[config.mk]
export PLATFORM = sky130hd
export DESIGN_NAME = pc_seq_unit
export DESIGN_NICKNAME = d
export VERILOG_FILES = /design/src/rtl/pc_seq_unit.sv
export SDC_FILE = /design/constraint.sdc
export NUM_CORES = 1
export LEC_CHECK = 0
export CAP_MARGIN = 20
export CORE_MARGIN = 3
export CORE_UTILIZATION = 45
export CTS_CLUSTER_SIZE = 16
export DETAILED_ROUTE_END_ITERATION = 8
export GPL_ROUTABILITY_DRIVEN = 1
export PLACE_DENSITY = 0.66
export SYNTH_ARGS = -nofsm -noshare
export SYNTH_HDL_FRONTEND = slang
export SYNTH_SLANG_ARGS = --single-unit
export TNS_END_PERCENT = 50
[constraint.sdc]
create_clock -name clk -period 4.6 [get_ports clk]
set_clock_uncertainty 0.05 [all_clocks]
set_input_delay 0.46 -clock clk [delete_from_list [all_inputs] [get_ports clk]]
set_output_delay 0.46 -clock clk [all_outputs]
set_load 0.005 [all_outputs]
[src/rtl/pc_seq_unit.sv]
// pc_seq_unit
// Program-counter sequencer for the WISC-15 fetch stage. Holds the PC,
// resolves conditional branches against the Z/V/N flags, keeps a hardware
// return-address stack (RAS) for call/ret, and provides stall and sticky
// halt control. The registered PC drives the instruction memory address.
//
// Ports:
//   clk, rst_n            rising-edge clock, asynchronous active-low reset
//   stall                 hold PC, RAS and halt state this cycle
//   branch/call/ret/halt  decoded control of the instruction at pc
//   cond, z, v, n         branch condition code and ALU flags
//   b_imm, c_imm          signed branch / call offsets
//   ret_reg               return address used when the RAS is empty
//   pc                    registered current PC
//   next_pc               value pc takes at the next rising edge
//   halted                sticky halt indicator
//   ras_count             number of valid RAS entries
//   ras_overflow          one-cycle pulse: a push evicted the oldest entry
//   ras_underflow         one-cycle pulse: ret with an empty RAS
module pc_seq_unit #(
    parameter int               WIDTH     = 16,
    parameter int               RAS_DEPTH = 8,
    parameter logic [WIDTH-1:0] RESET_PC  = '0
) (
    input  logic                         clk,
    input  logic                         rst_n,
    input  logic                         stall,
    input  logic                         branch,
    input  logic                         call,
    input  logic                         ret,
    input  logic                         halt,
    input  logic [2:0]                   cond,
    input  logic                         z,
    input  logic                         v,
    input  logic                         n,
    input  logic [WIDTH-1:0]             b_imm,
    input  logic [WIDTH-1:0]             c_imm,
    input  logic [WIDTH-1:0]             ret_reg,
    output logic [WIDTH-1:0]             pc,
    output logic [WIDTH-1:0]             next_pc,
    output logic                         halted,
    output logic [$clog2(RAS_DEPTH):0]   ras_count,
    output logic                         ras_overflow,
    output logic                         ras_underflow
);

    localparam int              PW   = $clog2(RAS_DEPTH);
    localparam int              CW   = PW + 1;
    localparam logic [CW-1:0]   FULL = CW'(RAS_DEPTH);

    logic [WIDTH-1:0] ras_mem [RAS_DEPTH];
    // ras_ptr is the next free slot; the top of stack sits just below it.
    // Because RAS_DEPTH is a power of two the pointer wraps naturally, so a
    // push into a full stack overwrites the oldest entry.
    logic [PW-1:0]    ras_ptr;
    logic [PW-1:0]    ras_top;
    logic             ras_empty;
    logic             ras_full;

    logic             active;
    logic             cond_true;
    logic             push;
    logic             pop;
    logic             set_halt;
    logic [WIDTH-1:0] pc_inc;

    assign ras_top   = ras_ptr - PW'(1);
    assign ras_empty = (ras_count == '0);
    assign ras_full  = (ras_count == FULL);
    assign active    = !halted && !stall;
    assign pc_inc    = pc + WIDTH'(1);

    always_comb begin
        cond_true = 1'b0;
        case (cond)
            3'b000:  cond_true = !z;
            3'b001:  cond_true = z;
            3'b010:  cond_true = !z && !n;
            3'b011:  cond_true = n;
            3'b100:  cond_true = z || !n;
            3'b101:  cond_true = n || z;
            3'b110:  cond_true = v;
            default: cond_true = 1'b1;
        endcase
    end

    // Next-PC selection; the if/else chain encodes strobe priority so a
    // lower-priority strobe never has a side effect when a higher one is set.
    always_comb begin
        next_pc  = pc;
        push     = 1'b0;
        pop      = 1'b0;
        set_halt = 1'b0;
        if (active) begin
            if (branch) begin
                next_pc = cond_true ? (pc_inc + b_imm) : pc_inc;
            end else if (call) begin
                next_pc = pc_inc + c_imm;
                push    = 1'b1;
            end else if (ret) begin
                pop     = 1'b1;
                next_pc = ras_empty ? ret_reg : ras_mem[ras_top];
            end else if (halt) begin
                set_halt = 1'b1;
            end else begin
                next_pc = pc_inc;
            end
        end
    end

    always_ff @(posedge clk or negedge rst_n) begin
        if (!rst_n) begin
            pc            <= RESET_PC;
            halted        <= 1'b0;
            ras_ptr       <= '0;
            ras_count     <= '0;
            ras_overflow  <= 1'b0;
            ras_underflow <= 1'b0;
        end else begin
            pc            <= next_pc;
            halted        <= halted || set_halt;
            ras_overflow  <= push && ras_full;
            ras_underflow <= pop && ras_empty;
            if (push) begin
                ras_ptr <= ras_ptr + PW'(1);
                if (!ras_full) begin
                    ras_count <= ras_count + CW'(1);
                end
            end else if (pop && !ras_empty) begin
                ras_ptr   <= ras_ptr - PW'(1);
                ras_count <= ras_count - CW'(1);
            end
        end
    end

    // Stack contents need no reset; validity is tracked by ras_count.
    always_ff @(posedge clk) begin
        if (push) begin
            ras_mem[ras_ptr] <= pc_inc;
        end
    end

endmodule

======== Word level (Yosys, flattened, before mapping) ========
Memory sizes are Yosys's and may differ from the RTL's.
Cells that the tools add are included.
storage, ports and cells
  register bits ........................... 26
  RAM bits ................................ 128
  input port bits ......................... 61
  output and inout port bits .............. 39
  word-level logic and storage cells ...... 66
  memories ................................ 1
cells by class
  $add $sub $neg .......................... 7
  eq/ne operators ......................... 8
  multiplexer cells ....................... 27
  reduce and logical (&&, ||, !) cells .... 17
memories
  name     depth  bits a word  read ports  clocked after memory_dff  wr ports  line  RTL
  ras_mem  8      16           1           0                         1         51    logic [WIDTH-1:0] ras_mem [RAS_DEPTH];
operator list
  kind                                               number
  2-to-1 mux 16 bit                                  7
  adder 16 bit                                       2
  adder 16 x 1 -> 16 bit (second input constant)     1
  2-to-1 mux 1 bit                                   14
  2-to-1 mux 4 bit                                   3
  == test 3 bit (second input constant)              3
  case mux 1 bit (7 select lines)                    1
  == test 3 x 2 -> 1 bit (second input constant)     2
  2-to-1 mux 3 bit                                   2
  logical AND 1 bit                                  5
  logical NOT 1 bit                                  5
  adder 4 x 1 -> 4 bit (second input constant)       1
  == test 4 bit (second input constant)              1
  logical NOT 4 bit                                  1
  subtractor 4 x 1 -> 4 bit (second input constant)  1
  adder 3 x 1 -> 3 bit (second input constant)       1
  == test 3 x 1 -> 1 bit (second input constant)     1
  logical NOT 3 bit                                  1
  logical OR 1 bit                                   3
  subtractor 3 x 1 -> 3 bit (second input constant)  1
  inequality test 2 bit (second input constant)      1
  AND reduction 2 bit                                1
  nonzero test 2 bit                                 1

======== Logic depth before layout (Yosys ltp) ========
  depth after elaboration ................. 7
  mapped depth ............................ 15
  mapped depth without buffers ............ 13

======== Worst setup path after synthesis ========
No wires, ideal clock.
  kind .................................... register to output
  start point ............................. register pc[0]
  end point ............................... output port next_pc[14]
  data arrival time ....................... 3,539 ps
  data required time ...................... 4,090 ps
  slack ................................... 551 ps
  cell stages (with the launch flop) ...... 14
  path buffers ............................ 0
  cells stage by stage .................... dfrtp_1 ha_1 nand2_1 or3_4 or2_1 xnor2_1 ha_1 and2_1 a221o_1 a31o_2 a41oi_1 xnor2_1 nor2_1 o31ai_1
between the ends
  elaborated cells between the ends (all ways) .. 9
  those cells by class .................... 3 x add/sub; 6 x mux
RTL lines
  element                                      line    RTL
  from (decl)                                  39      output logic [WIDTH-1:0] pc,
  from (signal assigned)                       120     pc <= next_pc;
  adder 16 x 1 -> 16 bit *                     71      assign pc_inc = pc + WIDTH'(1);
  named net pc_inc[10]                         65      logic [WIDTH-1:0] pc_inc;
  adder 16 bit, on equally long branches       98, 96
  2-to-1 mux 16 bit, on equally long branches  97, 96
  2-to-1 mux 16 bit *                          95      if (branch) begin
  2-to-1 mux 16 bit *                          94      if (active) begin
  to (decl)                                    40      output logic [WIDTH-1:0] next_pc,
Mark *: on every way through the listed nets, which the timed path passes. The rest lies on a longest branch.

======== Final worst setup path ========
  start point ............................. register pc[2]
  end point ............................... output port next_pc[11]
The elaborated chain is that of the path after synthesis.

==> reports/results.txt <==
number of remaining DRC errors -> 0
gr ovfl total -> 0
GRT Overall Usage -> 23.9%
Distinct cells, synth -> 72
Req. time, crit path -> 4.09 ns
Worst R2R Path Depth -> 13
Core Region -> 0.0190 mm^2
number of setup violations in the final report -> 0
layout cells sized above 1 -> 20.2%
pre-CTS setup slack -> 0.0412 ns
n_diodes -> 0
vias in the first global route -> 7,051
pin count of the biggest net entering global routing -> 40
DIE AREA -> 0.0213 mm^2
Stages on worst setup path -> 13
Synth Flop Type -> edfxtp_1
crit path to -> next_pc[11]
die width -> 146 um
crit path from -> pc[2]$_DFF_PN0_
number of flops mapped to enable cells by yosys -> 128
slowest stage delay, CP -> 0.56 ns
htree depth -> 4
initial antenna violation count -> 0
Synth Area in XOR/XNOR -> 5.95%
Tcrit/Tclk final -> 96.9%
Adder-Cell Fraction of Synth Area -> 6.93%
Worst setup EP type -> primary output
CP Max Fanout -> 6
Setup CP Type -> flop to primary output
CTS Buf Count -> 17
leakage -> 4.10 nW
CP max-delay cell -> clkdlybuf4s50_1
status -> finished, final reports clean
crit start category -> flop
port bufs -> 99
Post-synth ARST share -> 16.9%
Slew HR -> 49.1%
WP data arrival -> 3.95 ns
final worst slack -> 0.142 ns
initial DRC count -> 506
routability cong. -> 1.00
syn_nets -> 824
Worst-Margin Slew -> 0.761 ns
CTS tree -> built
die height -> 146 um
clock-pin slew on the worst setup and hold paths -> 0.06 ns
Bufs on Longest Clock Path -> 2
routed via count -> 6,651
post-synthesis simple-gate area fraction -> 10.1%
# Max-Cap Violations -> 0
mux cell area share after synthesis -> 10.7%
detailed placement HPWL -> 18,900 um
Post-DRT Antenna Nets -> 0
Nets -> 958
Design Power -> 7.50 mW
most frequent cells in the layout -> edfxtp_1, clkdlybuf4s50_1, buf_4
Initial Util -> 46.4%
IO Pins -> 100
Worst R2R End -> pc[14]$_DFF_PN0_
flop2flop setup slack -> 1.20 ns
max-slew violation count -> 0
Area growth, synth to finish -> 28.0%
std cell rows -> 50
Synth Register Bits -> 154
Synth Instances -> 716
reg2reg start -> pc[0]$_DFF_PN0_
RSZ-0062 raised after global routing -> yes
Mapped Area -> 0.00880 mm^2
critical-path cell list -> buf_4 > and3_1 > nand3_2 > xnor2_4 > ha_1 > nand2_1 > nor4_2 > nor2_1 > o21bai_1 > xor2_1 > a21oi_1 > a311oi_2 > clkdlybuf4s50_1
global-route wire length before repair -> 39,500 um
Pwr Density -> 666 mW/mm^2
Clock Latency Late Sink -> 0.42 ns
Routed WL -> 25,200 um
Buf+Inv Stages, Crit Path -> 2
average size of a mapped cell -> 12.3 um^2
Fin. Hold Viols -> 0
largest family of logic cells by synthesized area -> compound AO/OA/AOI/OAI gates
clock sink total -> 154
post-synthesis compound-gate area fraction -> 12.7%
drt wl/cell -> 22.4 um
VDD IR-drop max -> 0.000382 V
Top delay family on crit path -> simple AND/OR/NAND/NOR gates
register area share after synthesis -> 51.0%
Root Driver -> clkbuf_16
Pre-antenna DRT Iters -> 5
via/cell ratio -> 5.93
YS warnings -> 0
HP Class -> input port to asynchronous set/reset pin
Fmax -> 224 MHz
most common cell after layout, fill and taps aside -> edfxtp_1
post-layout min period -> 4.46 ns
[logic make-up (layout without fill, tap and decap cells)]
kind of cell,count (synthesis),after routing
mux,54,54
simple gates,178,178
xor+xnor,59,59
flops,154,154
buf+inv,50,196
compound gates,174,174
fa+ha+maj,47,47
[worst reg2reg max path, delay by kind of cell (launching register included)]
family	cells	cell delay, ns
DFF	1	0.35
xor gates and xnor gates	2	0.36
adders and majority gates	2	0.45
AOI/OAI and AO/OA	4	1.06
and+or+nand+nor	5	1.02
[state kept, by name, summed over array words and instances (netlist names)]
register and cells:
ras_mem 128, pc 16, ras_count 4, ras_ptr 3, halted 1, ras_overflow 1, ras_underflow 1
[worst min path at each step]
stage | endpoint | slack [ns] | cells after the start
floorplan | halted$_DFF_PN0_ | 0.11 | 0
global placement | ras_count[3]$_DFFE_PN0P_ | 0.47 | 1
detailed placement | halted$_DFF_PN0_ | 0.48 | 1
CTS | pc[1]$_DFF_PN0_ | 0.38 | 2
global route | ras_count[0]$_DFFE_PN0P_ | 0.41 | 2
finish | pc[1]$_DFF_PN0_ | 0.39 | 2
[per-stage QoR]
stage	TNS, ns	utilization, %	hold WS [ns]	cell area (um^2)	std cells
final	0	59.5	0.391	11300	1122
after global routing	-0.139	59.5	0.409	11300	1122
after CTS	-0.0900	58.5	0.382	11100	1119
after detailed placement	0	54.7	0.481	10400	1088
after global placement	0	54.7	0.468	10400	1088
after floorplan	0	-	0.114	8800	716
[repair_timing]
action / 4_1_cts / 5_1_grt
endpoints found under the setup margin: 8 / 9
pin swaps: 4 / 12
setup buffers: 0 / 3
gates resized for setup: 21 / 32
hold endpoints to repair: 0 / 0
hold buffers: 0 / 0
[synthesized netlist by cell type, types with 4 or more instances]
library cell / number / area share [%]
o21bai_1: 4 / 0.34
inv_1: 9 / 0.38
nand2_1: 45 / 1.9
o21ai_0: 35 / 2.0
nand2b_1: 4 / 0.28
buf_1: 4 / 0.17
a31oi_1: 6 / 0.43
nor3_1: 15 / 0.85
mux4_2: 32 / 8.2
nor2_1: 52 / 2.2
a22oi_1: 4 / 0.34
clkbuf_1: 17 / 0.72
o22ai_1: 4 / 0.28
nor4_1: 7 / 0.50
a211oi_1: 8 / 0.68
nor2b_1: 7 / 0.50
o211ai_1: 9 / 0.77
xor2_1: 25 / 2.5
edfxtp_1: 128 / 44
xnor2_1: 33 / 3.3
ha_1: 44 / 6.3
a221oi_1: 5 / 0.50
a21oi_1: 55 / 3.1
nand3_1: 14 / 0.80
nand4_1: 7 / 0.50
buf_2: 16 / 0.91
a21o_1: 12 / 1.0
mux2i_1: 21 / 2.4
dfrtp_1: 26 / 7.4
[metal layers]
metal	vias up	global-route usage (%)	routed length, um
met2	266	41.6	12800
met4	0	9.35	886
li1	3032	-	-
met1	3298	29.7	10000
met5	-	0	0
met3	55	4.45	1420
[report_power, final]
group / switching (mW) / internal [mW] / total [mW] / leakage (nW)
combinational: 2.24 / 1.90 / 4.14 / 2.35
sequential: 0.158 / 1.82 / 1.97 / 1.46
clock: 0.581 / 0.808 / 1.39 / 0.281
total: 2.98 / 4.52 / 7.50 / 4.10
[cell type report]
| cell class | count | area (um^2) |
|---|---|---|
| inverter | 10 | 37.5 |
| sequential | 154 | 4500 |
| fill | 1509 | 7690 |
| clock inverter | 14 | 160 |
| clock buffer | 17 | 425 |
| multi-input combinational | 512 | 4390 |
| tap | 260 | 325 |
| timing repair buffer | 155 | 1430 |
Power figures use the tool's default switching activity.
